===== src/rtl/decode_stage_buf.sv =====
// decode_stage_buf: registered RV32 decode stage with a 2-entry skid buffer and flush.
module decode_stage_buf #(
  parameter int XLEN = 32,
  parameter int PC_W = 32,
  parameter bit ENABLE_AMO = 1
) (
  input  logic            clk,
  input  logic            rst,
  input  logic            flush,
  input  logic            in_valid,
  output logic            in_ready,
  input  logic [31:0]     in_inst,
  input  logic [PC_W-1:0] in_pc,
  output logic            out_valid,
  input  logic            out_ready,
  output logic [4:0]      out_opcode,
  output logic [2:0]      out_func3,
  output logic [4:0]      out_func5,
  output logic            out_fun7,
  output logic [4:0]      out_rs1,
  output logic [4:0]      out_rs2,
  output logic [4:0]      out_rd,
  output logic [XLEN-1:0] out_imm,
  output logic [2:0]      out_imm_type,
  output logic [PC_W-1:0] out_pc,
  output logic            out_illegal
);
  typedef struct packed {
    logic [4:0]      opcode;
    logic [2:0]      func3;
    logic [4:0]      func5;
    logic            fun7;
    logic [4:0]      rs1;
    logic [4:0]      rs2;
    logic [4:0]      rd;
    logic [XLEN-1:0] imm;
    logic [2:0]      imm_type;
    logic [PC_W-1:0] pc;
    logic            illegal;
  } entry_t;
  entry_t dec, o, s;
  logic o_valid, s_valid, accept, known;
  logic [4:0] op;
  logic [2:0] typ_raw, typ;
  logic signed [31:0] imm32;
  assign op = in_inst[6:2];
  assign typ_raw = (op == 5'b00000 || op == 5'b00011 || op == 5'b00100 || op == 5'b11001 || op == 5'b11100) ? 3'd1 :
                   op == 5'b01000 ? 3'd2 :
                   op == 5'b11000 ? 3'd3 :
                   (op == 5'b00101 || op == 5'b01101) ? 3'd4 :
                   op == 5'b11011 ? 3'd5 : 3'd0;
  assign known = typ_raw != 3'd0 || op == 5'b01100 || (op == 5'b01011 && ENABLE_AMO);
  always_comb begin
    dec = '0;
    dec.illegal = in_inst[1:0] != 2'b11 || !known;
    typ = dec.illegal ? 3'd0 : typ_raw;
    imm32 = typ == 3'd1 ? {{20{in_inst[31]}}, in_inst[31:20]} :
            typ == 3'd2 ? {{20{in_inst[31]}}, in_inst[31:25], in_inst[11:7]} :
            typ == 3'd3 ? {{19{in_inst[31]}}, in_inst[31], in_inst[7], in_inst[30:25], in_inst[11:8], 1'b0} :
            typ == 3'd4 ? {in_inst[31:12], 12'b0} :
            typ == 3'd5 ? {{11{in_inst[31]}}, in_inst[31], in_inst[19:12], in_inst[20], in_inst[30:21], 1'b0} : 32'sd0;
    dec.opcode = op;
    dec.func3 = in_inst[14:12];
    dec.func5 = in_inst[31:27];
    dec.fun7 = in_inst[30];
    dec.rs1 = in_inst[19:15];
    dec.rs2 = in_inst[24:20];
    dec.rd = in_inst[11:7];
    dec.imm = XLEN'(imm32);
    dec.imm_type = typ;
    dec.pc = in_pc;
  end
  assign in_ready = !s_valid;
  assign accept = in_valid && in_ready && !flush;
  // While S is valid in_ready is low, so an advancing O never needs to refill S.
  always_ff @(posedge clk or posedge rst) begin
    if (rst) begin
      o_valid <= 1'b0;
      s_valid <= 1'b0;
      o <= '0;
      s <= '0;
    end else if (flush) begin
      o_valid <= 1'b0;
      s_valid <= 1'b0;
    end else if (!o_valid || out_ready) begin
      o_valid <= s_valid || accept;
      s_valid <= 1'b0;
      if (s_valid) o <= s;
      else if (accept) o <= dec;
    end else if (accept) begin
      s_valid <= 1'b1;
      s <= dec;
    end
  end
  assign out_valid = o_valid;
  assign out_opcode = o.opcode;
  assign out_func3 = o.func3;
  assign out_func5 = o.func5;
  assign out_fun7 = o.fun7;
  assign out_rs1 = o.rs1;
  assign out_rs2 = o.rs2;
  assign out_rd = o.rd;
  assign out_imm = o.imm;
  assign out_imm_type = o.imm_type;
  assign out_pc = o.pc;
  assign out_illegal = o.illegal;
endmodule


===== config.mk =====
export PLATFORM = sky130hd
export DESIGN_NAME = decode_stage_buf
export DESIGN_NICKNAME = d
export VERILOG_FILES = /design/src/rtl/decode_stage_buf.sv
export SDC_FILE = /design/constraint.sdc
export NUM_CORES = 1
export LEC_CHECK = 0
export ABC_AREA = 1
export BUFFER_PORTS_ARGS = -buffer_cell sky130_fd_sc_hd__buf_2
export CORE_UTILIZATION = 53
export DETAILED_ROUTE_END_ITERATION = 7
export PLACE_DENSITY_LB_ADDON = 0.08
export SLEW_MARGIN = 15
export SYNTH_ARGS = -nofsm -noshare
export SYNTH_HDL_FRONTEND = slang
export SYNTH_SLANG_ARGS = --single-unit

===== constraint.sdc =====
create_clock -name clk -period 8.4 [get_ports clk]
set_clock_uncertainty 0.2 [all_clocks]
set_input_delay 1.26 -clock clk [delete_from_list [all_inputs] [get_ports clk]]
set_output_delay 1.26 -clock clk [all_outputs]
set_load 0.02 [all_outputs]

==> results.ini, run 1 <==
[setup_path]
max_stage_delay_ns=0.81
cp_num_buf_inv=3
timing.rr.start=s_valid$_DFFE_PP0P_
cp-start-kind=register
crit_arrival_ns=3.51
reg2regPathDepth=6
critPathSlowestCell=buf_4
path_class=register to register
worstSetupEndpointType=register
ff2ff_setup_slack_ns=4.96
worst-path-max-fanout=97
cp_top_family=buffers and inverters
cpMostUsedCell=buf_4
path_cells=buf_4, inv_4, a21oi_1, nand2_4, buf_4, o21ai_0
reg2reg_to=out_pc[4]$_DFFE_PP0P_
critPathRequiredTime_ns=8.47

[yosys]
synth_nets=1110
yosys_warnings=0
synthDistinctLibCells=31
synth_area_leaders=dfrtp_1 56%, nand2_1 13%, o21ai_0 13%
ys.flop_type=dfrtp_1
avgSynthCellArea_um2=8.37
netlist_area_um2=8710
synth_seq_cells=194
synth_edf_count=0
async_flop_share_pct=100
yosys.area.top_type=dfrtp_1
synth_top_area_share_pct=55.7
yosysSeqAreaShare_pct=55.7
synth_cells=1041

[final_layout]
mostFrequentLayoutCell=nand2_1
diodes=0
area_delta_synth_final_pct=16.8
drive_above_1_share_pct=19.4
final_cell_mix=307 x nand2_1, 219 x o21ai_0, 194 x dfrtp_1, 167 x buf_2, 80 x inv_1
finalNonFillerCells=1393
final_nets=1233

[clock_tree]
cts-htree-levels=4
cts.path.max_buffers=2
numCtsBuffers=17
ctsResizeCount=0
cts_tree=yes
clock_latency_ns=0.43
cts_root_buf=clkbuf_16
cts_hold_buf=0
cts.sinks=194
path_clk_slew_ns=0.07
post-cts-setup-buffers=0

[timing]
tightestPinTransition_ns=0.914
setup_viol=0
slew_headroom_pct=39.1
period_share_pct=41.0
fmax_mhz=291
drv_slew=0
timing.setup.tns_ns=0
hold_violations=0
grt_setup_unrepaired=no
finalCriticalPeriod_ns=3.44
fin_ws_ns=4.96

[placed_design]
post-place-ws_ns=4.67
dp_cells=1361
numPortBuffers=167
hpwl_um=12800
gp_congestion=0.801

[hold_path]
hold_path.class=register to register
min_from=out_func5[2]$_DFFE_PP0P_
hold-path-endpoint=out_func5[2]$_DFFE_PP0P_
holdPathStages=2

[power]
pwr-share-seq_pct=48.6
p_leak_nw=5.54
netSwitchingPower_uw=702
p_sw_share_pct=28.9
vdd_drop_max_mv=0.156
p_int_mw=1.73
combPwrFrac_pct=16.9
power.density_nw_per_um2=239
p_clk_share_pct=34.5

[drt]
dr.pass1.iters=6
ant_nets=0
vias_per_cell=5.14
drt_wl_total_um=19800
routedWlPerCell_um=14.2
vias=7163
drtIter0Drc=518
drc=0

[die]
die_area_um2=17000
boundaryPins=168
row_count=46
fp.dieW_um=130
initial_utilization_pct=54.7
core-area_um2=15900
fp.dieH_um=130

[global_route]
grt_pass1_vias=6214
grt_overflow_total=0
grt_usage_pct=24.8
antenna_found_initial=0
grt_start_max_net_pins=137
grt_pass1_wl_um=32000

[status]
outcome=complete, no violations

[flow_run]
cap_violations=0

-- routing by layer --
metal | GRT usage, % | part of all wire, % | up-vias | wire, µm
met5 | 0 | 0 | - | 0
met1 | 36.3 | 47 | 3313 | 9340
met2 | 35.9 | 45 | 202 | 8850
li1 | - | - | 3622 | -
met3 | 6.81 | 6.7 | 26 | 1330
met4 | 7.25 | 1.6 | 0 | 318
-- final cells by class --
type	count	area (µm²)
inverters	85	334
well taps	216	270
fillers	1442	5770
flip-flops and latches	194	4850
clock buffers	20	457
repair buffers	173	881
clock inverters	12	156
multi-input cells	693	3220
-- metrics by stage --
stage / util (%) / cell area [µm²] / hold slack (ns) / total power, mW
2_1_floorplan: - / 8710 / 0.244 / 1.47
3_3_place_gp: 60.0 / 9560 / 0.259 / 1.60
3_5_place_dp: 60.0 / 9560 / 0.263 / 1.61
4_1_cts: 63.8 / 10200 / 0.282 / 2.45
5_1_grt: 63.8 / 10200 / 0.305 / 2.57
6_report: 63.8 / 10200 / 0.277 / 2.43
-- worst max path at each step --
stage                        startpoint                        to  slack (ns)  depth (start not counted)
floorplan                           rst  out_func3[0]$_DFFE_PP0P_        1.66                          1
global placement                  flush    out_imm[4]$_DFFE_PP0P_        4.74                          8
detailed placement            out_ready    out_imm[4]$_DFFE_PP0P_        4.67                          8
CTS                 s_valid$_DFFE_PP0P_    out_imm[4]$_DFFE_PP0P_        4.90                          8
global route        s_valid$_DFFE_PP0P_    out_imm[4]$_DFFE_PP0P_        4.56                          8
finish              s_valid$_DFFE_PP0P_     out_pc[4]$_DFFE_PP0P_        4.96                          6
-- power by group through the flow --
stage	Sequential (mW)	Combinational (mW)	Clock, mW
floorplan	1.26	0.210	0
global placement	1.19	0.404	0
detailed placement	1.19	0.414	0
CTS	1.18	0.416	0.858
global route	1.20	0.469	0.898
finish	1.18	0.410	0.838
-- synthesized netlist by cell type, types with 2 or more instances --
| library cell | number |
|---|---|
| nand4_1 | 24 |
| dfrtp_1 | 194 |
| clkbuf_1 | 51 |
| o21ai_0 | 219 |
| nand2_4 | 2 |
| nor2_1 | 52 |
| buf_4 | 3 |
| buf_1 | 4 |
| nor2_4 | 2 |
| o211ai_1 | 6 |
| a21oi_1 | 18 |
| buf_2 | 4 |
| a31oi_1 | 16 |
| nand2_2 | 8 |
| nor2_8 | 2 |
| nand3_1 | 21 |
| o21ai_1 | 9 |
| clkinv_1 | 3 |
| inv_1 | 81 |
| nand2_1 | 308 |
| buf_6 | 4 |
-- flip-flops by register name, summed over array words and instances (netlist names) --
signal        cells
out_imm          32
out_func3         3
out_rs1           5
out_valid         1
s                96
out_opcode        5
out_pc           32
out_rd            5
s_valid           1
out_imm_type      3
out_rs2           5
out_illegal       1
out_func5         5
-- cell families (layout without fill, tap and decap cells) --
| kind of cell | after synthesis | count (layout) | share of synthesized area, % |
|---|---|---|---|
| AND/OR/NAND/NOR | 423 | 423 | 20.8 |
| buffers and inverters | 154 | 290 | 7.45 |
| AO/OA/AOI/OAI | 270 | 270 | 16.1 |
| flip-flops | 194 | 194 | 55.7 |
-- worst reg2reg max path, stage by stage, from the launching register on --
cell	delay, ns
dfrtp_1	0.36
buf_4	0.25
inv_4	0.57
a21oi_1	0.22
nand2_4	0.62
buf_4	0.83
o21ai_0	0.23
Power figures use the tool's default switching activity.
==> run 2: changes to the inputs <==
==> constraint.sdc (replaced) <==
create_clock -name clk -period 3.4 [get_ports clk]
set_clock_uncertainty 0.2 [all_clocks]
set_input_delay 0.51 -clock clk [delete_from_list [all_inputs] [get_ports clk]]
set_output_delay 0.51 -clock clk [all_outputs]
set_load 0.02 [all_outputs]
==> run 2 against run 1 <==
Routed wire length is 4.6% higher; clock power is 140% higher; worst hold slack worse by 0.24 ns; die area stayed put; highest routed layer unchanged.
==> results.ini, run 2 (synthesis gave the netlist of run 1 again) <==
[status]
outcome=complete, no violations

[clock_tree]
clock_latency_ns=0.43
path_clk_slew_ns=0.07
cts_tree=yes
cts-htree-levels=4
cts.sinks=194
cts_root_buf=clkbuf_16
numCtsBuffers=17
post-cts-setup-buffers=0
cts.path.max_buffers=2
cts_hold_buf=0
ctsResizeCount=0

[final_layout]
final_cell_mix=307 x nand2_1, 219 x o21ai_0, 194 x dfrtp_1, 167 x buf_2, 80 x inv_1
regMostFlops=s
fillers=1452
diodes=0
drive_above_1_share_pct=20.1
final_nets=1243
mostFrequentLayoutCell=nand2_1
largest_register_ffs=96
area_delta_synth_final_pct=18.3
fin_area_um2=10300

[setup_path]
cp-start-kind=register
critPathSlowestCell=inv_1
reg2regPathDepth=6
cpMostUsedCell=o21ai_0
crit_arrival_ns=2.38
cp.depth=6
timing.rr.start=s_valid$_DFFE_PP0P_
max_stage_delay_ns=0.46
path_class=register to register
cp_num_buf_inv=2
critPathRequiredTime_ns=3.54
ff2ff_setup_slack_ns=1.16
worstSetupEndpointType=register
cp_top_family=buffers and inverters
path_cells=inv_4, a21oi_1, nand2_4, inv_1, o21ai_0, o21ai_0
worst-path-max-fanout=44
reg2reg_to=out_imm[29]$_DFFE_PP0P_

[power]
finalPower_mw=5.99
p_int_mw=4.18
vdd_drop_max_mv=0.359
p_leak_nw=5.60
netSwitchingPower_mw=1.80
p_clk_share_pct=33.9
p_sw_share_pct=30.1
pwr-share-seq_pct=48.7
power.density_nw_per_um2=581
combPwrFrac_pct=17.4

[drt]
vias=7354
drtIter0Drc=517
dr.pass1.iters=5
drt_wl_total_um=20800
vias_per_cell=5.24
ant_nets=0
routedWlPerCell_um=14.8
drc=0

[timing]
fmax_mhz=447
grt_setup_unrepaired=no
slew_headroom_pct=43.9
timing.setup.tns_ns=0
period_share_pct=65.9
tightestPinTransition_ns=0.840
hold_violations=0
finalCriticalPeriod_ns=2.24
setup_viol=0
drv_slew=0

[die]
fp.dieH_um=130
fp.dieW_um=130
row_count=46
core-area_um2=15900
initial_utilization_pct=54.7
die_area_um2=17000
boundaryPins=168

[global_route]
grt_overflow_total=0
grt_usage_pct=25.7
antenna_found_initial=0
grt_pass1_vias=6628
grt_pass1_wl_um=33300
grt_start_max_net_pins=87

[hold_path]
hold_path.class=primary input to async pin

[placed_design]
gp_congestion=0.809
numPortBuffers=167
hpwl_um=13900
placed_area_um2=9710

[flow_run]
cap_violations=0

## run 2: per-layer routing
layer	track usage, %	vias up	share of wire [%]
li1	-	3643	-
met3	5.33	31	4.9
met5	0	-	0
met1	36.5	3475	47
met4	8.82	0	2.0
met2	39.3	205	46
## run 2: layout make-up
type                            instances  area, µm²  share of cell area (%)
Tap cell                              216        270                    2.62
Clock inverter                         15        174                    1.69
Inverter                               85        328                    3.18
Multi-Input combinational cell        693       3220                    31.3
Sequential cell                       194       4850                    47.1
Clock buffer                           17        425                    4.13
Timing Repair Buffer                  183       1030                    10.0
## run 2: metrics by stage
| stage | util (%) | setup slack [ns] | hold WS [ns] | cells |
|---|---|---|---|---|
| 2_1_floorplan | - | 0.186 | 0.244 | 1041 |
| 3_3_place_gp | 60.9 | 0.928 | 0.259 | 1371 |
| 3_5_place_dp | 60.9 | 0.867 | 0.261 | 1371 |
| 4_1_cts | 64.7 | 1.14 | 0.0580 | 1403 |
| 5_1_grt | 64.7 | 0.911 | 0.0945 | 1403 |
| 6_report | 64.7 | 1.16 | 0.0343 | 1403 |
## run 2: power by group through the flow
| stage | clock (mW) | sequential, mW | combinational (mW) |
|---|---|---|---|
| 2_1_floorplan | 0 | 3.10 | 0.518 |
| 3_3_place_gp | 0 | 2.94 | 1.02 |
| 3_5_place_dp | 0 | 2.95 | 1.05 |
| 4_1_cts | 2.06 | 2.91 | 1.06 |
| 5_1_grt | 2.16 | 2.96 | 1.18 |
| 6_report | 2.03 | 2.92 | 1.04 |
## run 2: worst max-delay path by stage
stage                               start                          end  slack (ns)
global route          s_valid$_DFFE_PP0P_      out_imm[30]$_DFFE_PP0P_        0.91
finish                s_valid$_DFFE_PP0P_      out_imm[29]$_DFFE_PP0P_        1.16
global placement               in_inst[3]  out_imm_type[2]$_DFFE_PP0P_        0.93
floorplan                             rst     out_func3[0]$_DFFE_PP0P_        0.19
detailed placement             in_inst[5]  out_imm_type[2]$_DFFE_PP0P_        0.87
CTS                 out_valid$_DFFE_PP0N_            s[74]$_DFFE_PP0P_        1.14
==> run 3: changes to the inputs <==
==> constraint.sdc (replaced) <==
create_clock -name clk -period 2.3 [get_ports clk]
set_clock_uncertainty 0.2 [all_clocks]
set_input_delay 0.345 -clock clk [delete_from_list [all_inputs] [get_ports clk]]
set_output_delay 0.345 -clock clk [all_outputs]
set_load 0.02 [all_outputs]
==> run 3 against run 2 <==
Final cell count is 2.1% higher; sequential cell count is the same; global-route usage rose by 0.39 points; largest cell class unchanged; register-to-register slack lost 0.87 ns; critical path type is now register to primary output; clock-buffer cell count rose by 5; total power increased by 49%; critical endpoint is now in_ready.
==> results.ini, run 3 (synthesis gave the netlist of run 1 again) <==
[status]
outcome=complete, no violations

[final_layout]
area_delta_synth_final_pct=21.5
fin_area_um2=10600
mostFrequentLayoutCell=nand2_1
drive_above_1_share_pct=20.0
final_nets=1273
final_cell_mix=307 x nand2_1, 219 x o21ai_0, 194 x dfrtp_1, 167 x buf_2, 80 x inv_1
regMostFlops=s
fillers=1384
largest_register_ffs=96
diodes=0

[placed_design]
hpwl_um=14000
placed_area_um2=9760
gp_congestion=0.834
numPortBuffers=167

[clock_tree]
path_clk_slew_ns=0.06
clock_latency_ns=0.43
cts.sinks=194
ctsResizeCount=0
cts_tree=yes
numCtsBuffers=17
post-cts-setup-buffers=0
cts_root_buf=clkbuf_16
cts.path.max_buffers=2
cts_hold_buf=23
cts-htree-levels=4

[drt]
drt_wl_total_um=21000
ant_nets=0
vias_per_cell=5.18
vias=7424
routedWlPerCell_um=14.6
dr.pass1.iters=7
drtIter0Drc=575
drc=0

[global_route]
grt_usage_pct=26.1
grt_pass1_wl_um=34000
grt_start_max_net_pins=106
grt_overflow_total=0
antenna_found_initial=0
grt_pass1_vias=6736

[setup_path]
critPathSlowestCell=dfrtp_1
worst-path-max-fanout=30
critPathRequiredTime_ns=1.75
crit_arrival_ns=1.57
path_class=register to primary output
cp_top_family=buffers and inverters
path_cells=inv_4, buf_4, buf_2
max_stage_delay_ns=0.44
worstSetupEndpointType=primary output
cp-start-kind=register
cp_num_buf_inv=3

[timing]
hold_violations=0
fmax_mhz=473
setup_viol=0
slew_headroom_pct=52.6
grt_setup_unrepaired=no
drv_slew=0
finalCriticalPeriod_ns=2.11
tightestPinTransition_ns=0.711
period_share_pct=91.8

[power]
power.density_nw_per_um2=841
finalPower_mw=8.90
vdd_drop_max_mv=0.598
p_leak_nw=5.75

[die]
fp.dieW_um=130
core-area_um2=15900
die_area_um2=17000
fp.dieH_um=130
initial_utilization_pct=54.7
boundaryPins=168
row_count=46

[hold_path]
hold_path.class=primary input to register

[flow_run]
cap_violations=0

[run 3: per-layer routing]
layer | part of all wire (%) | global-route usage (%) | vias to the layer above
li1 | - | - | 3705
met1 | 47 | 36.7 | 3476
met2 | 46 | 41.3 | 222
met3 | 5.1 | 5.25 | 21
met4 | 1.4 | 7.32 | 0
met5 | 0 | 0 | -
[run 3: cell type report]
type / instances / area, µm² / share of cell area (%)
sequential: 194 / 4850 / 45.9
multi-input combinational: 693 / 3220 / 30.5
timing repair buffer: 213 / 1310 / 12.4
clock buffer: 22 / 464 / 4.38
inverter: 85 / 328 / 3.10
tap: 216 / 270 / 2.55
clock inverter: 10 / 131 / 1.24
[run 3: tightest hold or removal path: stages]
cell	delay, ns
buf_2	0.09
inv_1	0.06
o21ai_0	0.09
[run 3: power by group]
group / internal [mW] / total (mW) / switching, mW
combinational: 0.569 / 1.58 / 1.01
sequential: 4.02 / 4.31 / 0.290
clock: 1.76 / 3.02 / 1.25
[run 3: worst paths after layout]
kind | slack (ns) | to | startpoint | depth (start not counted)
max reg2reg | 0.29 | out_imm[31]$_DFFE_PP0P_ | s_valid$_DFFE_PP0P_ | 6
min in group asynchronous | 0.16 | s[31]$_DFFE_PP0P_ | rst | 3
max in group asynchronous | 0.98 | s[36]$_DFFE_PP0P_ | rst | 4
min reg2reg | 0.27 | out_imm[16]$_DFFE_PP0P_ | out_imm[16]$_DFFE_PP0P_ | 2
min | 0.01 | s[18]$_DFFE_PP0P_ | in_pc[17] | 3
max | 0.19 | in_ready | s_valid$_DFFE_PP0P_ | 3
[run 3: per-stage QoR]
| step | hold slack, ns | setup TNS [ns] | instances | setup WS [ns] | utilization [%] |
|---|---|---|---|---|---|
| detailed placement | 0.0517 | 0 | 1378 | 0.180 | 61.2 |
| global route | 0.00749 | 0 | 1433 | 0.0801 | 66.4 |
| CTS | 0.000520 | 0 | 1433 | 0.170 | 66.4 |
| floorplan | 0.244 | -145.39 | 1041 | -0.749 | - |
| global placement | 0.0498 | 0 | 1378 | 0.243 | 61.2 |
| finish | 0.0112 | 0 | 1433 | 0.188 | 66.4 |
